===== src/rtl/miner_pkg.sv =====
// Shared command/status codes, job size and parser state type for the miner SPI command layer.
// MINER_JOB_CHECKSUM_EN appends one XOR checksum byte to every job load.
`default_nettype none

package miner_pkg;
  localparam int JOB_BYTES = 44;

  localparam logic [7:0] CMD_STATUS = 8'hF0;
  localparam logic [7:0] CMD_LOAD   = 8'hF1;
  localparam logic [7:0] CMD_NONCE  = 8'hF2;

  localparam logic [7:0] STAT_WAITING = 8'hA0;
  localparam logic [7:0] STAT_BUSY    = 8'hA1;
  localparam logic [7:0] STAT_FOUND   = 8'hA2;
  localparam logic [7:0] STAT_ERROR   = 8'hAE;

  typedef enum logic [1:0] {
    IDLE      = 2'd0,
    STATUS_TX = 2'd1,
    LOAD      = 2'd2,
    NONCE_TX  = 2'd3
  } state_t;
endpackage

`default_nettype wire


===== src/rtl/job_shift_reg.sv =====
// Byte-wide job staging shift register with byte counter and last-byte flag.
// MINER_JOB_CHECKSUM_EN adds a trailing checksum byte checked against a running XOR.
`default_nettype none

module job_shift_reg #(
  parameter int NBYTES = 44
) (
  input  logic                  clk,
  input  logic                  reset,
  input  logic                  clear,
  input  logic                  shift_en,
  input  logic [7:0]            din,
  output logic [8*NBYTES-1:0]   payload,
  output logic                  at_last,
  output logic                  check_ok
);
  localparam int CW = $clog2(NBYTES + 2);

  logic [CW-1:0] count;

`ifdef MINER_JOB_CHECKSUM_EN
  localparam int TOTAL = NBYTES + 1;
  localparam int SW    = 8 * NBYTES;

  logic [SW-1:0] stage;
  logic [7:0]    xor_acc;

  // The checksum byte itself is compared, never shifted into the payload.
  assign payload  = stage;
  assign check_ok = (xor_acc == din);

  always_ff @(posedge clk) begin
    if (reset || clear) begin
      stage   <= '0;
      xor_acc <= 8'h00;
    end else if (shift_en && (count != CW'(NBYTES))) begin
      stage   <= {stage[SW-9:0], din};
      xor_acc <= xor_acc ^ din;
    end
  end
`else
  localparam int TOTAL = NBYTES;
  localparam int SW    = 8 * (NBYTES - 1);

  logic [SW-1:0] stage;

  // The final byte is folded in combinationally so the job commits on its arrival cycle.
  assign payload  = {stage, din};
  assign check_ok = 1'b1;

  always_ff @(posedge clk) begin
    if (reset || clear) begin
      stage <= '0;
    end else if (shift_en) begin
      stage <= {stage[SW-9:0], din};
    end
  end
`endif

  assign at_last = (count == CW'(TOTAL - 1));

  always_ff @(posedge clk) begin
    if (reset || clear) begin
      count <= '0;
    end else if (shift_en) begin
      count <= count + CW'(1);
    end
  end
endmodule

`default_nettype wire


===== src/rtl/spi_cmd_parser.sv =====
// SPI command parser: decodes host commands, assembles mining jobs and supplies response bytes.
// MINER_JOB_CHECKSUM_EN (via job_shift_reg) requires a trailing XOR byte on job loads.
`default_nettype none

module spi_cmd_parser
  import miner_pkg::*;
(
  input  logic         clk,
  input  logic         reset,
  input  logic         ssel,
  input  logic         byte_received,
  input  logic [7:0]   received_data,
  input  logic         data_needed,
  output logic [7:0]   data_to_send,
  output logic [255:0] job_midstate,
  output logic [95:0]  job_tail,
  output logic         job_valid,
  input  logic         job_ready,
  input  logic         miner_busy,
  input  logic         nonce_found,
  input  logic [31:0]  nonce
);
  state_t state, state_next;

  logic        first_byte, found, err, discard, tx_has_nonce;
  logic [31:0] nonce_q, tx_word, tx_src;
  logic [1:0]  tx_idx, idx_next;
  logic        rx_ok, tx_ok, cmd_ok, shift_en, commit;
  logic        status_done, nonce_done, nonce_adv;
  logic [7:0]  status_byte, tx_byte;
  logic [8*JOB_BYTES-1:0] payload;
  logic        at_last, check_ok;

  assign rx_ok    = byte_received && !ssel;
  assign tx_ok    = data_needed && !ssel;
  assign cmd_ok   = (state == IDLE) && rx_ok && first_byte;
  assign shift_en = (state == LOAD) && rx_ok;
  assign commit   = shift_en && at_last;

  job_shift_reg #(.NBYTES(JOB_BYTES)) u_job_shift_reg (
    .clk      (clk),
    .reset    (reset),
    .clear    (state != LOAD),
    .shift_en (shift_en),
    .din      (received_data),
    .payload  (payload),
    .at_last  (at_last),
    .check_ok (check_ok)
  );

  always_comb begin
    state_next  = state;
    status_done = 1'b0;
    nonce_done  = 1'b0;
    nonce_adv   = 1'b0;
    if (ssel) begin
      state_next = IDLE;
    end else begin
      case (state)
        IDLE: begin
          if (cmd_ok) begin
            case (received_data)
              CMD_STATUS: state_next = STATUS_TX;
              CMD_LOAD:   state_next = LOAD;
              CMD_NONCE:  state_next = NONCE_TX;
              default:    state_next = IDLE;
            endcase
          end
        end
        STATUS_TX: begin
          if (tx_ok) begin
            state_next  = IDLE;
            status_done = 1'b1;
          end
        end
        LOAD: begin
          if (commit) state_next = IDLE;
        end
        NONCE_TX: begin
          if (tx_ok) begin
            nonce_adv = 1'b1;
            if (tx_idx == 2'd3) begin
              state_next = IDLE;
              nonce_done = 1'b1;
            end
          end
        end
        default: state_next = IDLE;
      endcase
    end
  end

  always_comb begin
    status_byte = STAT_WAITING;
    if (found)                        status_byte = STAT_FOUND;
    else if (err)                     status_byte = STAT_ERROR;
    else if (miner_busy || job_valid) status_byte = STAT_BUSY;
  end

  // Outside NONCE_TX the snapshot is not yet registered, so use the live nonce.
  always_comb begin
    tx_src   = tx_word;
    idx_next = tx_idx + {1'b0, nonce_adv};
    if (state == IDLE) begin
      tx_src   = found ? nonce_q : 32'h0;
      idx_next = 2'd0;
    end
    tx_byte = tx_src[31:24];
    case (idx_next)
      2'd1:    tx_byte = tx_src[23:16];
      2'd2:    tx_byte = tx_src[15:8];
      2'd3:    tx_byte = tx_src[7:0];
      default: tx_byte = tx_src[31:24];
    endcase
  end

  always_ff @(posedge clk) begin
    if (reset) begin
      state        <= IDLE;
      first_byte   <= 1'b1;
      data_to_send <= 8'h00;
      job_midstate <= '0;
      job_tail     <= '0;
      job_valid    <= 1'b0;
      found        <= 1'b0;
      err          <= 1'b0;
      nonce_q      <= 32'h0;
      discard      <= 1'b0;
      tx_word      <= 32'h0;
      tx_has_nonce <= 1'b0;
      tx_idx       <= 2'd0;
    end else begin
      state      <= state_next;
      first_byte <= ssel ? 1'b1 : (byte_received ? 1'b0 : first_byte);
      tx_idx     <= idx_next;

      case (state_next)
        STATUS_TX: data_to_send <= status_byte;
        NONCE_TX:  data_to_send <= tx_byte;
        default:   data_to_send <= 8'h00;
      endcase

      if (cmd_ok && (received_data == CMD_NONCE)) begin
        tx_word      <= found ? nonce_q : 32'h0;
        tx_has_nonce <= found;
      end
      if (cmd_ok && (received_data == CMD_LOAD)) discard <= job_valid;

      if (status_done) err <= 1'b0;
      if ((cmd_ok && (received_data == CMD_LOAD) && job_valid) ||
          (cmd_ok && (received_data == CMD_NONCE) && !found) ||
          (commit && !check_ok))
        err <= 1'b1;

      // A fresh nonce takes priority over the clear at the end of a nonce read.
      if (nonce_found) begin
        found   <= 1'b1;
        nonce_q <= nonce;
      end else if (nonce_done && tx_has_nonce) begin
        found <= 1'b0;
      end

      if (commit && !discard && check_ok) begin
        job_midstate <= payload[8*JOB_BYTES-1:96];
        job_tail     <= payload[95:0];
        job_valid    <= 1'b1;
      end else if (job_valid && job_ready) begin
        job_valid <= 1'b0;
      end
    end
  end
endmodule

`default_nettype wire


===== config.mk =====
export PLATFORM = sky130hd
export DESIGN_NAME = spi_cmd_parser
export DESIGN_NICKNAME = d
export VERILOG_FILES = /design/src/rtl/miner_pkg.sv /design/src/rtl/job_shift_reg.sv /design/src/rtl/spi_cmd_parser.sv
export SDC_FILE = /design/constraint.sdc
export NUM_CORES = 1
export LEC_CHECK = 0
export BUFFER_PORTS_ARGS = -buffer_cell sky130_fd_sc_hd__buf_2
export CORE_MARGIN = 3
export CORE_UTILIZATION = 35
export CTS_CLUSTER_DIAMETER = 80
export DETAILED_ROUTE_END_ITERATION = 12
export PLACE_DENSITY = 0.52
export SKIP_CTS_REPAIR_TIMING = 1
export SLEW_MARGIN = 10
export SYNTH_ARGS = -nofsm -noshare
export SYNTH_HDL_FRONTEND = slang
export SYNTH_HIERARCHICAL = 1
export SYNTH_SLANG_ARGS = --single-unit
export TNS_END_PERCENT = 5

===== constraint.sdc =====
create_clock -name clk -period 2.15 [get_ports clk]
set_clock_uncertainty 0.05 [all_clocks]
set_input_delay 0.3225 -clock clk [delete_from_list [all_inputs] [get_ports clk]]
set_output_delay 0.3225 -clock clk [all_outputs]
set_load 0.05 [all_outputs]

==> impl_metrics.tcl, run 1 <==
set metrics [dict create \
    outcome "finished, final reports clean" \
    synth_warnings 6 \
    hold_violations 0 \
    ant_nets 0 \
    core_area_um2 79390 \
    layout_commonest_cell "dfxtp_1" \
    grt_max_degree 131 \
    wl_per_cell_um 17.04 \
    dp.final_hpwl_um 52150 \
    crit_path_max_incr_delay_ps 490 \
    viasPerCell 4.709 \
    track_usage_pct 17.71 \
    final_cell_mix "782 x dfxtp_1, 748 x nand2_1, 407 x buf_2, 394 x a21oi_1, 389 x nor2_1" \
    worst-path-buf-inv 1 \
    fin_ws_ps 101.8 \
    worst_path_max_delay_cell "mux4_2" \
    max-cap-violations 0 \
    setup_violations 0 \
    netlist_instances 3033 \
    crit_arrival_ps 2480 \
    synth_top_area_share_pct 55.70 \
    cts_tree "done" \
    met1_length_um 37110 \
    period_minus_slack_ps 2048 \
    row_count 103 \
    rsz0062_at_grt "true" \
    p_per_area_nw_per_um2 850.3 \
    min_to "nonce_q[8]" \
    r2r_start "state[1]" \
    gp_congestion 0.8019 \
    cts_buffers 85 \
    drc 0 \
    p_leak_nw 12.33 \
    required_ps 2580 \
    whs_path_depth 2 \
    synth_edf_count 0 \
    crit_type "reg -> reg" \
    clock_sinks 784 \
    h-tree-depth 3 \
    top_layer "met4" \
    start_util_pct 35.49 \
    path_clk_slew_ps 60 \
    critical-path-top-delay-family "multiplexers" \
    hold_path.class "in -> reg" \
    synth_area_per_cell_um2 9.290 \
    r2r-end "data_to_send[3]" \
    r2r_cells 8 \
    slew_viol_final 0 \
    root_buffer "clkbuf_16" \
    fmax_mhz 488.2 \
    synth_ff_type "dfxtp_1" \
    clk_latency_ps 610 \
    seqCellArea_um2 15700 \
    syn_area_um2 28180 \
    peakVddDrop_mv 0.5882 \
    ios 409 \
    ys_async_sr_fraction_pct 0 \
    finalWirelength_um 77590 \
    setup.worst_path.start_class "flop" \
    vias 21442 \
    tightestPinTransition_ps 681.9 \
    crit_path_end_kind "flop" \
    final_core_util_pct 43.62 \
    worstPathMaxFanout 8 \
    ys_ff_latch 784 \
    syn_nets 3083 \
    grt_pass1_wl_um 118000 \
    relSlewSlack_pct 54.54 \
    layout-drive-gt1-share_pct 18.90 \
    die_h_um 289.7 \
    holdWs_ps 25.89 \
    wl_met2_um 35210 \
    die-area_um2 83950 \
    yosysTopAreaCell "dfxtp_1" \
    io_buffer_count 408 \
    clockBufferDepth 3 \
    fin_crit_sh_pct 95.27 \
    path_cells "and3_4 > ha_4 > xnor2_4 > buf_12 > mux4_2 > a21oi_1 > mux2_2 > nor2_1" \
    min_from "reset" \
    grt-ovfl-total 0 \
    fillers 7932 \
    drtIter0Drc 1257 \
    die_w_um 289.7 \
    first_pass_iters 5 \
    wl_met3_um 3900 \
    r2r_setup_slack_ps 100 \
    ys_seq_area_share_pct 55.70 \
    antenna_found_initial 0 \
    multi_input_area_um2 10930 \
    syn2layout_area_growth_pct 22.90 \
    synth_cell_type_count 46 \
    place_ws_ps -162.8 \
    nNetsFinal 3490 \
    grt_pass1_vias 20021 \
    num_antenna_cells 0 \
    netlist_top_cells_area "dfxtp_1 56%, mux2i_1 13%, nand2_1 10%, a21oi_1 7.0%, nor2_1 5.2%" \
]
[layer usage]
metal  track usage (%)  up-vias
met5                 0        -
met2             27.56      453
met1             25.36    10118
met3             3.349       89
li1                  -    10782
met4             4.200        0
[power by group]
| part | internal [mW] | switching [mW] |
|---|---|---|
| Combinational | 0.169 | 0.252 |
| Sequential | 14.6 | 0.0280 |
| Clock | 8.54 | 5.90 |
[logic make-up (layout without fill, tap and decap cells)]
family,after synthesis,after routing,share of synthesized area (%)
compound gates,412,412,7.451
xor+xnor,6,6,0.2531
other cells,1,1,0.01331
simple gates,1206,1206,16.63
buf+inv,235,705,5.662
flops,784,784,55.70
mux,387,387,14.20
fa+ha+maj,2,2,0.08880
[area by class of cell]
class | count | area share (%)
clock buffer | 123 | 7.317
inverter | 3 | 0.03252
tap | 1050 | 3.794
sequential | 784 | 45.34
clock inverter | 27 | 0.7226
multi-input combinational | 2014 | 31.57
timing repair buffer | 552 | 11.23
[flip-flops by register name, indices dropped and copies added (netlist names)]
name / count
data_to_send: 8
discard: 1
err: 1
first_byte: 1
found: 1
job_midstate: 256
job_tail: 96
job_valid: 1
nonce_q: 32
state: 2
tx_has_nonce: 1
tx_idx: 2
tx_word: 32
u_job_shift_reg/count: 6
u_job_shift_reg/stage: 344
[synth_stat cells, types with 2 or more instances]
library cell,number
o21ai_0,3
buf_6,64
nor2_1,390
nand4b_1,2
nand4_1,3
dfxtp_1,784
mux4_1,7
buf_1,4
inv_1,3
xor2_1,4
nor3_1,4
a21oi_1,395
buf_4,49
nor2b_1,2
nand3_1,34
buf_2,39
and3_1,6
nor3b_1,3
ha_1,2
a211oi_1,4
mux2i_1,378
clkbuf_1,76
a31oi_1,2
nand2_1,749
nor3b_2,2
nand2b_1,4
[how the worst max path moves through the flow]
stage	startpoint	end	slack, ps	cells past startpoint
after global routing	u_job_shift_reg/count[1]	job_midstate[245]	2	10
after detailed placement	received_data[2]	data_to_send[2]	-160	8
after global placement	received_data[2]	data_to_send[7]	-170	8
after CTS	u_job_shift_reg/count[1]	job_midstate[40]	-60	9
after floorplan	data_needed	data_to_send[3]	20	8
final	state[1]	data_to_send[3]	100	8
[worst register-to-register path, stage by stage (launching register included)]
cell	delay (ps)
dfxtp_1	330
and3_4	190
ha_4	180
xnor2_4	180
buf_12	150
mux4_2	490
a21oi_1	170
mux2_2	160
nor2_1	40
[per-stage QoR]
step / instances / area [um^2] / power, mW / TNS, ps
floorplan: 3033 / 28180 / 15.12 / 0
global placement: 4352 / 31250 / 15.27 / -37530
detailed placement: 4352 / 31250 / 15.27 / -33470
CTS: 4502 / 34030 / 29.79 / -4158
global route: 4553 / 34630 / 30.46 / 0
finish: 4553 / 34630 / 29.45 / 0
Power figures use the tool's default switching activity.
==> inputs of run 2 (changes only) <==
- CELL_PAD_IN_SITES_DETAIL_PLACEMENT: not set -> 2
- CELL_PAD_IN_SITES_GLOBAL_PLACEMENT: not set -> 2
- CORE_UTILIZATION: 35 -> 32
- PLACE_DENSITY: 0.52 -> 0.73
==> run 2 against run 1 <==
Combinational power rose by 3%. Sequential power barely moved. Setup slack got worse by 52 ps. Final area rose by 2.8%. Power rose by 3.7%. Final cell count rose by 2.9%. Largest power group is now clock. Routed wire length rose by 30%. Critical endpoint is now data_to_send[4]. Global-route usage rose by 1.8 points. Maximum frequency fell by 2.5%. Critical path depth did not move. First-iteration DRC count fell by 14%.
==> impl_metrics.tcl, run 2 (synthesis gave the netlist of run 1 again) <==
set metrics [dict create \
    outcome "finished, final reports clean" \
    clk_latency_ps 630 \
    final_cells 4685 \
    internal_power_mw 24.01 \
    relSlewSlack_pct 37.55 \
    p_leak_nw 12.63 \
    path_cells "and3_4 > ha_4 > xnor2_4 > buf_12 > buf_12 > mux4_1 > a21oi_1 > nor3_1" \
    slew_viol_final 0 \
    antenna_found_initial 0 \
    r2r_cells 8 \
    worstPathMaxFanout 6 \
    largest_reg_flops 344 \
    met1_length_um 44160 \
    wl_met2_um 49630 \
    regMostFlops "u_job_shift_reg/stage" \
    p_sw_share_pct 21.40 \
    die_w_um 302.7 \
    crit_path_max_incr_delay_ps 540 \
    viasPerCell 4.891 \
    die_h_um 302.7 \
    cts_tree "done" \
    io_buffer_count 408 \
    drc 0 \
    hold_violations 0 \
    num_antenna_cells 0 \
    crit_path_end_kind "flop" \
    period_minus_slack_ps 2100 \
    core_area_um2 87020 \
    pwr-share-clk_pct 50.8 \
    setup.worst_path.start_class "flop" \
    fmax_mhz 476.1 \
    final_core_util_pct 40.90 \
    hold_path.class "in -> reg" \
    layout-drive-gt1-share_pct 20.74 \
    critical-path-top-delay-family "multiplexers" \
    grt-ovfl-total 0 \
    nNetsFinal 3511 \
    first_pass_iters 5 \
    holdWs_ps 23.57 \
    finalWirelength_um 100700 \
    gp_congestion 0.8060 \
    largestRegisters "u_job_shift_reg/stage (344), job_midstate (256), job_tail (96)" \
    track_usage_pct 19.51 \
    setup_violations 0 \
    top_layer "met4" \
    whs_path_depth 4 \
    crit_arrival_ps 2560 \
    p_per_area_nw_per_um2 858.4 \
    fillers 9437 \
    p_seq_share_pct 47.8 \
    crit_type "reg -> reg" \
    wl_met3_um 3966 \
    syn2layout_area_growth_pct 26.31 \
    grt_max_degree 152 \
    cts_buffers 88 \
    clockBufferDepth 3 \
    start_util_pct 32.38 \
    path_depth 8 \
    tns_ps 0 \
    power_mw 30.55 \
    final_cell_mix "780 x dfxtp_1, 744 x nand2_1, 407 x buf_2, 389 x nor2_1, 378 x mux2i_1" \
    rsz0062_at_grt "true" \
    h-tree-depth 3 \
    grt_pass1_vias 24249 \
    dp.final_hpwl_um 63010 \
    p_comb_share_pct 1.4 \
    ios 409 \
    worst-path-buf-inv 2 \
    fin_crit_sh_pct 97.69 \
    die-area_um2 91650 \
    row_count 108 \
    peakVddDrop_mv 0.5810 \
    tightestPinTransition_ps 936.8 \
    clock_sinks 784 \
    worst_path_max_delay_cell "mux4_1" \
    root_buffer "clkbuf_16" \
    grt_pass1_wl_um 142100 \
    required_ps 2610 \
    wl_per_cell_um 21.49 \
    drtIter0Drc 1078 \
    path_clk_slew_ps 60 \
    switchingPower_mw 6.538 \
    max-cap-violations 0 \
    path_common_cell "buf_12" \
    dpl.cell_count 4441 \
    vias 22913 \
    layout_commonest_cell "dfxtp_1" \
    ant_nets 0 \
]
## run 2: final cells by class
cell class | instances | area [um^2] | share of cell area, %
multi-input combinational | 2014 | 11080 | 31.12
sequential | 784 | 15700 | 44.12
tap | 1155 | 1445 | 4.060
clock buffer | 131 | 2618 | 7.354
clock inverter | 28 | 374.1 | 1.051
inverter | 3 | 11.26 | 0.03164
timing repair buffer | 570 | 4364 | 12.26
## run 2: worst paths after layout
| kind | startpoint | slack (ps) | to |
|---|---|---|---|
| worst max-delay path | state[1] | 50 | data_to_send[4] |
| worst min-delay path | ssel | 20 | first_byte |
| worst max register to register | state[1] | 50 | data_to_send[4] |
| worst min register to register | tx_word[14] | 400 | tx_word[14] |
## run 2: worst reg2reg max path, stage by stage, from the launching register on
cell	delay, ps
dfxtp_2	370
and3_4	210
ha_4	160
xnor2_4	120
buf_12	150
buf_12	110
mux4_1	550
a21oi_1	210
nor3_1	70
## run 2: metal layers
metal,up-vias,global-route usage (%)
met1,11515,25.01
met3,155,3.048
met4,0,5.660
met5,-,0
li1,10803,-
met2,440,33.89
## run 2: power groups by stage
stage | clock network (mW) | logic, mW | registers [mW]
2_1_floorplan | 0 | 0.216 | 14.9
3_3_place_gp | 0 | 0.349 | 14.9
3_5_place_dp | 0 | 0.365 | 14.9
5_1_grt | 16.6 | 0.474 | 14.6
6_report | 15.5 | 0.435 | 14.6
4_1_cts | 15.9 | 0.367 | 14.6
## run 2: stage by stage
| stage | setup WS [ps] | cell area, um^2 |
|---|---|---|
| after floorplan | 15.69 | 28180 |
| after global placement | -279.9 | 31100 |
| after CTS | -219.9 | 34090 |
| after detailed placement | -292.4 | 31100 |
| final | 49.58 | 35590 |
| after global routing | -51.12 | 35590 |
==> inputs of run 3 (changes only) <==
- SETUP_SLACK_MARGIN: not set -> 0.1
==> run 3 against run 2 <==
The run now ends with negative hold slack left. Hold slack got worse by 44 ps. Critical path depth grew 2. Final cell count is 0.19% lower. Final area about the same. Maximum frequency is essentially flat. Sequential share of layout area about the same. Sequential power is essentially flat. Die area did not move. Power down 0.57%. Critical endpoint is now job_midstate[200]. Largest power group unchanged.
==> impl_metrics.tcl, run 3 (synthesis gave the netlist of run 1 again) <==
set metrics [dict create \
    layout-drive-gt1-share_pct 21.22 \
    power_mw 30.38 \
    antenna_found_initial 2 \
    tightestPinTransition_ps 958.8 \
    holdWs_ps -20.86 \
    fillers 9517 \
    path_common_cell "clkbuf_16" \
    hold_path.class "in -> reg" \
    first_pass_iters 7 \
    crit_path_end_kind "flop" \
    root_buffer "clkbuf_16" \
    track_usage_pct 19.42 \
    hold_violations 1 \
    relSlewSlack_pct 36.08 \
    setup_violations 0 \
    drc 0 \
    setup.worst_path.start_class "flop" \
    nNetsFinal 3502 \
    cts_tree "done" \
    dpl.cell_count 4439 \
    final_cells 4676 \
    slew_viol_final 0 \
    period_minus_slack_ps 2102 \
    path_clk_slew_ps 60 \
    gp_congestion 0.8108 \
    crit_path_max_incr_delay_ps 360 \
    wl_per_cell_um 21.54 \
    row_count 108 \
    ios 409 \
    final_cell_mix "782 x dfxtp_1, 735 x nand2_1, 407 x buf_2, 389 x nor2_1, 378 x mux2i_1" \
    grt_max_degree 175 \
    clock_sinks 784 \
    p_per_area_nw_per_um2 853.2 \
    grt_pass1_vias 24497 \
    crit_type "reg -> reg" \
    grt_pass1_wl_um 141200 \
    outcome "finished with violations" \
    regMostFlops "u_job_shift_reg/stage" \
    drtIter0Drc 951 \
    violations "negative hold slack" \
    die_h_um 302.7 \
    cts_buffers 88 \
    h-tree-depth 3 \
    crit_arrival_ps 2600 \
    peakVddDrop_mv 0.5747 \
    fin_crit_sh_pct 97.79 \
    die-area_um2 91650 \
    viasPerCell 4.894 \
    dp.final_hpwl_um 62420 \
    layout_commonest_cell "dfxtp_1" \
    max-cap-violations 0 \
    finalWirelength_um 100700 \
    clk_latency_ps 630 \
    vias 22883 \
    rsz0062_at_grt "true" \
    io_buffer_count 408 \
    grt-ovfl-total 0 \
    largestRegisters "u_job_shift_reg/stage (344), job_midstate (256), job_tail (96)" \
    syn2layout_area_growth_pct 26.35 \
    worstPathMaxFanout 8 \
    clockBufferDepth 3 \
    path_cells "ha_4 > nand4b_1 > nor2_2 > nand2_2 > nor3b_4 > buf_6 > clkbuf_16 > clkbuf_16 > nand2_1 > a21oi_2" \
    core_area_um2 87020 \
    ant_nets 0 \
    p_leak_nw 12.72 \
    largest_reg_flops 344 \
    die_w_um 302.7 \
    worst_path_max_delay_cell "dfxtp_4" \
    required_ps 2650 \
    start_util_pct 32.38 \
    fmax_mhz 475.6 \
]
## run 3: stage by stage
step	worst slack, ps	hold slack (ps)	utilization [%]	TNS [ps]	area (um^2)
after CTS	-196.7	-161.6	39.10	-29680	34030
final	47.54	-20.86	40.91	0	35600
after floorplan	50.13	372.9	-	0	28210
after detailed placement	-219.3	397.1	35.70	-34190	31070
after global routing	-42.77	-36.82	40.91	-625.1	35600
after global placement	-216.7	385.4	35.70	-10530	31070
## run 3: where the power goes
group	internal (mW)	total, mW	switching, mW
combinational	0.158	0.422	0.263
clock	9.06	15.4	6.30
sequential	14.6	14.6	0.0308
total	23.8	30.4	6.59
## run 3: worst paths after layout
| check | from | end | slack, ps | cells after the start |
|---|---|---|---|---|
| worst min register to register | job_midstate[221] | job_midstate[221] | 400 | 2 |
| worst max-delay path | u_job_shift_reg/count[1] | job_midstate[200] | 50 | 10 |
| worst min-delay path | nonce[25] | nonce_q[25] | -20 | 3 |
| worst max register to register | u_job_shift_reg/count[1] | job_midstate[200] | 50 | 10 |
## run 3: layer usage
layer / global-route usage [%] / share of wire, % / vias to the layer above / routed length, um
met5: 0 / 0.013 / - / 13
met4: 6.062 / 2.6 / 2 / 2577
met3: 3.277 / 3.7 / 144 / 3730
met2: 34.17 / 50 / 405 / 50060
met1: 24.20 / 44 / 11535 / 44360
li1: - / - / 10797 / -
## run 3: final cells by class
type | count | area (um^2) | area share (%)
tap | 1155 | 1445 | 4.059
antenna | 1 | 2.502 | 0.007029
sequential | 784 | 15700 | 44.10
multi-input combinational | 2014 | 11180 | 31.40
clock buffer | 126 | 2609 | 7.328
clock inverter | 32 | 351.6 | 0.9876
timing repair buffer | 561 | 4304 | 12.09
inverter | 3 | 11.26 | 0.03163
## run 3: worst max-delay path, delay by kind of cell, from the launching register on
kind / cells / cell delay, ps
adder cells (fa/ha/maj): 1 / 150
AO/OA/AOI/OAI: 1 / 130
flip-flops: 1 / 360
AND/OR/NAND/NOR: 5 / 740
buffers and inverters: 3 / 600
